<file path="src/rtl/vga_config_ctrl_if.sv">
// vga_config_ctrl_if
//   Groups the SPI-side receive/transmit signals, the vertical-blank strobe
//   and the configuration outputs of vga_config_ctrl.
//   master : drives ss, rx_valid, rx_data, vblank_start; observes the outputs
//   slave  : the controller; drives cfg_out, tx_data, tx_load, pending, err
interface vga_config_ctrl_if;
  logic        ss;
  logic        rx_valid;
  logic [7:0]  rx_data;
  logic        vblank_start;
  logic [31:0] cfg_out;
  logic [7:0]  tx_data;
  logic        tx_load;
  logic        pending;
  logic        err;

  modport master (
    output ss, rx_valid, rx_data, vblank_start,
    input  cfg_out, tx_data, tx_load, pending, err
  );

  modport slave (
    input  ss, rx_valid, rx_data, vblank_start,
    output cfg_out, tx_data, tx_load, pending, err
  );
endinterface

</file>
<file path="src/rtl/vga_config_ctrl.sv">
// vga_config_ctrl
//   SPI-programmed configuration register file for a VGA pipeline. Four
//   8-bit shadow registers are written/read over SPI byte transactions and
//   copied to the active config (cfg_out) only on a vertical-blank strobe,
//   so the active config never changes mid-frame.
// Ports
//   clk          : system clock, rising edge
//   rst_n        : asynchronous active-low reset
//   bus.ss       : SPI chip select, active low (one transaction per low period)
//   bus.rx_valid : one-cycle pulse, bus.rx_data holds a received byte
//   bus.rx_data  : received byte
//   bus.vblank_start : one-cycle pulse at start of vertical blanking
//   bus.cfg_out  : active config {y_off, x_off, colour, 6'b0, mux_sel}
//   bus.tx_data  : byte for the SPI transmit shifter (held between loads)
//   bus.tx_load  : one-cycle pulse, tx_data valid
//   bus.pending  : shadow awaits copy at the next vblank_start
//   bus.err      : sticky protocol error (cleared only by reset)
module vga_config_ctrl #(
  parameter logic [31:0] CFG_RESET = 32'h0000_0000
) (
  input logic               clk,
  input logic               rst_n,
  vga_config_ctrl_if.slave  bus
);

  localparam logic [1:0] IDLE  = 2'd0;
  localparam logic [1:0] CMD   = 2'd1;
  localparam logic [1:0] DATA  = 2'd2;
  localparam logic [1:0] DRAIN = 2'd3;

  logic [1:0]  r_state;
  logic [1:0]  r_addr;
  logic [31:0] r_shadow;
  logic [31:0] r_cfg;
  logic [7:0]  r_tx_data;
  logic        r_tx_load;
  logic        r_pending;
  logic        r_err;
  // Set once ss has been seen high after reset; blocks a transaction that
  // was already in progress when reset released.
  logic        r_armed;

  logic [7:0]  w_rd_byte;
  logic [7:0]  w_wr_byte;
  logic        w_cmd_bad;

  assign w_cmd_bad = (bus.rx_data[6:2] != 5'd0);

  // Read lane selected directly by the command byte's address field
  always_comb begin
    w_rd_byte = '0;
    case (bus.rx_data[1:0])
      2'd0:    w_rd_byte = r_shadow[7:0];
      2'd1:    w_rd_byte = r_shadow[15:8];
      2'd2:    w_rd_byte = r_shadow[23:16];
      default: w_rd_byte = r_shadow[31:24];
    endcase
  end

  // Address 0 holds only the 2-bit pixel-mux select; upper bits read as 0
  assign w_wr_byte = (r_addr == 2'd0) ? {6'b0, bus.rx_data[1:0]} : bus.rx_data;

  always_ff @(posedge clk or negedge rst_n) begin
    if (!rst_n) begin
      r_state   <= IDLE;
      r_addr    <= '0;
      r_shadow  <= CFG_RESET;
      r_cfg     <= CFG_RESET;
      r_tx_data <= '0;
      r_tx_load <= 1'b0;
      r_pending <= 1'b0;
      r_err     <= 1'b0;
      r_armed   <= 1'b0;
    end else begin
      r_tx_load <= 1'b0;
      if (bus.ss) r_armed <= 1'b1;

      // Copy reads pre-edge shadow; a same-cycle write below re-sets pending
      if (bus.vblank_start && r_pending) begin
        r_cfg     <= r_shadow;
        r_pending <= 1'b0;
      end

      if (bus.ss) begin
        r_state <= IDLE;
      end else begin
        case (r_state)
          IDLE: begin
            if (r_armed) r_state <= CMD;
          end
          CMD: begin
            if (bus.rx_valid) begin
              if (w_cmd_bad) begin
                r_err   <= 1'b1;
                r_state <= DRAIN;
              end else if (bus.rx_data[7]) begin
                r_addr  <= bus.rx_data[1:0];
                r_state <= DATA;
              end else begin
                r_tx_data <= w_rd_byte;
                r_tx_load <= 1'b1;
                r_state   <= DRAIN;
              end
            end
          end
          DATA: begin
            if (bus.rx_valid) begin
              case (r_addr)
                2'd0:    r_shadow[7:0]   <= w_wr_byte;
                2'd1:    r_shadow[15:8]  <= w_wr_byte;
                2'd2:    r_shadow[23:16] <= w_wr_byte;
                default: r_shadow[31:24] <= w_wr_byte;
              endcase
              r_pending <= 1'b1;
              r_state   <= DRAIN;
            end
          end
          default: begin
            r_state <= DRAIN;
          end
        endcase
      end
    end
  end

  assign bus.cfg_out = r_cfg;
  assign bus.tx_data = r_tx_data;
  assign bus.tx_load = r_tx_load;
  assign bus.pending = r_pending;
  assign bus.err     = r_err;

endmodule

</file>
<file path="src/flat_wrapper.sv">
// flat-port wrapper written by rule: the top's interface ports become plain ports
module vga_config_ctrl_flat 
#(
  parameter logic [31:0] CFG_RESET = 32'h0000_0000
)
  (clk, rst_n, bus_ss, bus_rx_valid, bus_rx_data, bus_vblank_start, bus_cfg_out, bus_tx_data, bus_tx_load, bus_pending, bus_err);
  vga_config_ctrl_if bus_i ();
  input logic clk;
  input logic rst_n;
  input wire logic [$bits(bus_i.ss)-1:0] bus_ss;
  input wire logic [$bits(bus_i.rx_valid)-1:0] bus_rx_valid;
  input wire logic [$bits(bus_i.rx_data)-1:0] bus_rx_data;
  input wire logic [$bits(bus_i.vblank_start)-1:0] bus_vblank_start;
  output wire logic [$bits(bus_i.cfg_out)-1:0] bus_cfg_out;
  output wire logic [$bits(bus_i.tx_data)-1:0] bus_tx_data;
  output wire logic [$bits(bus_i.tx_load)-1:0] bus_tx_load;
  output wire logic [$bits(bus_i.pending)-1:0] bus_pending;
  output wire logic [$bits(bus_i.err)-1:0] bus_err;
  assign bus_i.ss = bus_ss;
  assign bus_i.rx_valid = bus_rx_valid;
  assign bus_i.rx_data = bus_rx_data;
  assign bus_i.vblank_start = bus_vblank_start;
  assign bus_cfg_out = bus_i.cfg_out;
  assign bus_tx_data = bus_i.tx_data;
  assign bus_tx_load = bus_i.tx_load;
  assign bus_pending = bus_i.pending;
  assign bus_err = bus_i.err;
  vga_config_ctrl #(.CFG_RESET(CFG_RESET)) u_core (.clk(clk), .rst_n(rst_n), .bus(bus_i));
endmodule
</file>
<file path="config.mk">
export PLATFORM = sky130hd
export DESIGN_NAME = vga_config_ctrl_flat
export DESIGN_NICKNAME = d
export VERILOG_FILES = /design/src/rtl/vga_config_ctrl_if.sv /design/src/rtl/vga_config_ctrl.sv /design/src/flat_wrapper.sv
export SDC_FILE = /design/constraint.sdc
export NUM_CORES = 1
export LEC_CHECK = 0
export CORE_AREA = 4 4 81 83
export CTS_BUF_LIST = sky130_fd_sc_hd__clkbuf_8
export CTS_CLUSTER_DIAMETER = 50
export DETAILED_ROUTE_END_ITERATION = 16
export DIE_AREA = 0 0 85 87
export PLACE_DENSITY_LB_ADDON = 0.1
export SETUP_SLACK_MARGIN = 0.1
export SLEW_MARGIN = 20
export SYNTH_ARGS = -nofsm -noshare
export SYNTH_HDL_FRONTEND = slang
export SYNTH_SLANG_ARGS = --single-unit
export TNS_END_PERCENT = 5
</file>
<file path="constraint.sdc">
create_clock -name clk -period 3.5 [get_ports clk]
set_clock_uncertainty 0.15 [all_clocks]
set_input_delay 0.7 -clock clk [delete_from_list [all_inputs] [get_ports clk]]
set_output_delay 0.7 -clock clk [all_outputs]
set_load 0.005 [all_outputs]
</file>
==> results_tabular.tex <==
\begin{tabular}{lr}
\hline
Metric & Value \\
\hline
\multicolumn{2}{l}{\textbf{Timing}} \\
Transition time of the tightest slew-check pin & about 0.96 ns \\
Max-slew headroom at the worst pin & between 30 and 40\% \\
Unrepaired setup endpoints after global routing & no \\
Setup\_tns & 0 ns \\
Hold Worst Slack & $\sim$0.31 ns \\
Upper clock frequency limit & $\sim$370 MHz \\
Max-slew violation count & 0 \\
Min cycle time layout & roughly 2.7 ns \\
Hold violation count in the final report & 0 \\
Final-report setup violation count & 0 \\
Final worst-path cycle share & between 70\% and 80\% \\
Fin worst setup slack & a little over 0.8 ns \\
\multicolumn{2}{l}{\textbf{GRT}} \\
Grt total ovfl & 0 \\
Vias in the first global route & $\sim$1,900 \\
Wire length of the first global-routing pass & approximately 9800 µm \\
Total routing usage reported by global routing & between 10\% and 20\% \\
Maximum number of pins on one net before global-route repair & between 80 and 90 \\
Antenna violations before repair & 0 \\
\multicolumn{2}{l}{\textbf{Run}} \\
Number of violations of the max-capacitance limit & 0 \\
\multicolumn{2}{l}{\textbf{Clock network}} \\
Setup fix buffers added after clock tree synthesis & 0 \\
CTS Buf Count & 9 \\
Root cell of the clock tree & sky130\_fd\_sc\_hd\_\_clkbuf\_8 \\
Worst-case clock buffer depth & 2 \\
Number of buffers inserted by hold repair at cts & 0 \\
Depth of the CTS H-tree & 3 \\
CTS tree & yes \\
Count of cells resized by post-cts repair & 0 \\
Clock insertion delay at the later pin of the skew report & between 0.3 and 0.4 ns \\
Reg clk slew, reported paths & 0.07 ns \\
Clk sinks & 80 \\
\multicolumn{2}{l}{\textbf{Worst setup path}} \\
Worst setup EP type & flip-flop \\
Classification of the worst setup path & input port to flip-flop \\
Kind of cell adding the most delay to the critical path & simple AND/OR/NAND/NOR gates \\
Largest driver fanout on the critical path & 9 \\
Sum of buffers and inverters on the critical path & 1 \\
Critical Path Source Type & input port \\
CP max-delay cell & sky130\_fd\_sc\_hd\_\_or4\_4 \\
Longest individual stage delay on the worst path & between 0.5 and 0.6 ns \\
CP arrival & around 2.8 ns \\
Cells along the critical path & clkdlybuf4s50\_1, or4\_4, nor4\_4, mux2\_2 \\
Required time reported for the critical path endpoint & 3.58 ns \\
\multicolumn{2}{l}{\textbf{Floorplan}} \\
Floorplan die width & $\sim$85 µm \\
Row count & 28 \\
Area enclosed by the die boundary & roughly 7400 µm² \\
Area inside the core boundary & 5850 µm² \\
Die outline height & just under 90 µm \\
Effective utilization at floorplan & 54.2\% \\
\# IOs & 56 \\
\multicolumn{2}{l}{\textbf{Final layout}} \\
Ratio of cells with drive above 1 in the final layout & a little under two fifths \\
Area occupied by multi-input gates & 1150 µm² \\
Antenna fix cells & 0 \\
Cell area after layout & $\sim$4000 µm² \\
Number of filler cells placed in the layout & about 420 \\
Post-layout nets & 268 \\
Register Area & $\sim$2000 µm² \\
Layout-stage area growth over the synthesis result & 25.6\% \\
\multicolumn{2}{l}{\textbf{Pwr}} \\
Static leakage & between 0.0015 and 0.002 µW \\
Post-route total power & roughly 1600 µW \\
Maximum VDD drop & slightly below 0.3 mV \\
Total power per unit cell area & 412 nW/µm² \\
\multicolumn{2}{l}{\textbf{Logic synthesis}} \\
Cell type with the largest total area after synthesis & sky130\_fd\_sc\_hd\_\_dfrtp\_1 \\
Cell area after synthesis & 3170 µm² \\
Instance count of the mapped netlist & 190 \\
Post-synthesis net count & 203 \\
Share of the synthesized area in the top cell type & a little over three fifths \\
Area contributors post-synth & sky130\_fd\_sc\_hd\_\_dfrtp\_1 (63\%), sky130\_fd\_sc\_hd\_\_mux2\_2 (24\%), sky130\_fd\_sc\_hd\_\_mux4\_2 (5.7\%), sky130\_fd\_sc\_hd\_\_nor2b\_1 (1.4\%), sky130\_fd\_sc\_hd\_\_nor4\_4 (0.67\%) \\
Post-synthesis register bit count & 80 \\
Mean area per synthesized cell & approximately 17 µm² \\
Synth warn & 0 \\
Cell variety after synth & 25 \\
Sequential fraction of the synthesis area & 63.1\% \\
\multicolumn{2}{l}{\textbf{Route}} \\
Number of vias after detailed routing & 1,797 \\
Final routed wirelength across all metal layers & 5830 µm \\
Post-route DRC & 0 \\
Router iterations before antenna repair & 4 \\
Vias per cell & roughly 5.4 \\
WL/cell & roughly 18 µm \\
DRC violation total after the first TritonRoute iteration & 84 \\
Number of nets still failing antenna checks after routing & 0 \\
\multicolumn{2}{l}{\textbf{Placement}} \\
Count of input and output buffers & 55 \\
Detailed placement HPWL & between 3000 and 4000 µm \\
Post-placement setup slack & between 0.3 and 0.4 ns \\
Instance area after placement & $\sim$3800 µm² \\
Weighted congestion reported at the end of routability-driven placement & 0.771 \\
\multicolumn{2}{l}{\textbf{Min path}} \\
Worst hold-check path type & flip-flop to flip-flop \\
\multicolumn{2}{l}{\textbf{Run status}} \\
Run status & finished clean \\
\hline
\end{tabular}
stage by stage:
step,instances,util (%)
after CTS,332,68.1
after global placement,319,65.4
after global routing,332,68.1
final,332,68.1
after detailed placement,319,65.4
after floorplan,190,-
final cells by class:
cell class | count | share of cell area, %
well taps | 75 | 2.35
clock buffers | 11 | 3.80
repair buffers | 59 | 14.5
multi-input cells | 104 | 28.8
inverters | 1 | 0.0942
flip-flops and latches | 80 | 50.2
clock inverters | 2 | 0.220
report_power, final:
part / internal [µW] / switching (µW)
registers: 946 / 15.6
clock network: 281 / 292
logic: 57.7 / 47.9
logic make-up after synthesis:
kind of cell	Yosys count	synth area share, %
DFF	80	63.1
and+or+nand+nor	24	5.56
muxes	76	29.8
buffers and inverters	6	0.710
AOI/OAI and AO/OA	4	0.789
cell usage after synthesis:
| master | n |
|---|---|
| sky130_fd_sc_hd__o21bai_1 | 1 |
| sky130_fd_sc_hd__clkbuf_1 | 2 |
| sky130_fd_sc_hd__inv_1 | 1 |
| sky130_fd_sc_hd__nand4b_1 | 1 |
| sky130_fd_sc_hd__or4bb_1 | 1 |
| sky130_fd_sc_hd__or2_2 | 1 |
| sky130_fd_sc_hd__nor2b_1 | 7 |
| sky130_fd_sc_hd__mux2_2 | 67 |
| sky130_fd_sc_hd__mux4_2 | 8 |
| sky130_fd_sc_hd__or4_4 | 1 |
| sky130_fd_sc_hd__a21oi_1 | 1 |
| sky130_fd_sc_hd__nand3_1 | 1 |
| sky130_fd_sc_hd__mux2_1 | 1 |
| sky130_fd_sc_hd__a211oi_1 | 1 |
| sky130_fd_sc_hd__nand2_1 | 1 |
| sky130_fd_sc_hd__nor4_1 | 1 |
| sky130_fd_sc_hd__nor2_1 | 2 |
| sky130_fd_sc_hd__buf_1 | 3 |
| sky130_fd_sc_hd__nor4bb_1 | 1 |
| sky130_fd_sc_hd__o21ai_0 | 1 |
| sky130_fd_sc_hd__nand3b_1 | 2 |
| sky130_fd_sc_hd__nor4_4 | 1 |
| sky130_fd_sc_hd__nor3_1 | 3 |
| sky130_fd_sc_hd__nand4bb_1 | 1 |
| sky130_fd_sc_hd__dfrtp_1 | 80 |
cell usage in the layout, fill, tap and decap left out:
| master | n |
|---|---|
| sky130_fd_sc_hd__a211oi_1 | 1 |
| sky130_fd_sc_hd__a21oi_1 | 1 |
| sky130_fd_sc_hd__buf_4 | 5 |
| sky130_fd_sc_hd__clkbuf_8 | 11 |
| sky130_fd_sc_hd__clkdlybuf4s50_1 | 54 |
| sky130_fd_sc_hd__clkinv_2 | 1 |
| sky130_fd_sc_hd__dfrtp_1 | 80 |
| sky130_fd_sc_hd__inv_1 | 2 |
| sky130_fd_sc_hd__mux2_1 | 1 |
| sky130_fd_sc_hd__mux2_2 | 67 |
| sky130_fd_sc_hd__mux4_2 | 8 |
| sky130_fd_sc_hd__nand2_1 | 1 |
| sky130_fd_sc_hd__nand3_1 | 1 |
| sky130_fd_sc_hd__nand3b_1 | 2 |
| sky130_fd_sc_hd__nand4b_1 | 1 |
| sky130_fd_sc_hd__nand4bb_1 | 1 |
| sky130_fd_sc_hd__nor2_1 | 2 |
| sky130_fd_sc_hd__nor2b_1 | 7 |
| sky130_fd_sc_hd__nor3_1 | 3 |
| sky130_fd_sc_hd__nor4_1 | 1 |
| sky130_fd_sc_hd__nor4_4 | 1 |
| sky130_fd_sc_hd__nor4bb_1 | 1 |
| sky130_fd_sc_hd__o21ai_0 | 1 |
| sky130_fd_sc_hd__o21bai_1 | 1 |
| sky130_fd_sc_hd__or2_2 | 1 |
| sky130_fd_sc_hd__or4_4 | 1 |
| sky130_fd_sc_hd__or4bb_1 | 1 |
metal layers:
metal,share of wire (%),vias up,global-route usage [%]
met5,0,-,0
met2,47,41,25.8
met1,47,918,24.2
li1,-,829,-
met4,1.8,0,8.78
met3,4.3,9,4.54
registers in the layout, summed over array words and instances (netlist names):
signal and flops:
u_core.bus.cfg_out 32, u_core.r_shadow 32, u_core.bus.tx_data 8, u_core.r_addr 2, u_core.r_state 2, u_core.bus.err 1
u_core.bus.pending 1, u_core.bus.tx_load 1, u_core.r_armed 1
path summary, 6_finish.rpt:
path | start | to | slack [ns] | cells after the start
max | bus_rx_data[4] | u_core.bus.tx_data[5]$_DFFE_PN0P_ | 0.81 | 4
min | u_core.r_armed$_DFFE_PN0P_ | u_core.r_armed$_DFFE_PN0P_ | 0.31 | 1
max reg2reg | u_core.r_state[1]$_DFFE_PN0P_ | u_core.bus.tx_data[5]$_DFFE_PN0P_ | 1.32 | 3
max in group asynchronous | rst_n | u_core.r_shadow[5]$_DFFE_PN0P_ | 2.22 | 1
min in group asynchronous | rst_n | u_core.bus.cfg_out[4]$_DFFE_PN0P_ | 0.37 | 1
min reg2reg | u_core.r_armed$_DFFE_PN0P_ | u_core.r_armed$_DFFE_PN0P_ | 0.31 | 1
Note: power is estimated with default switching activity, not from simulation.
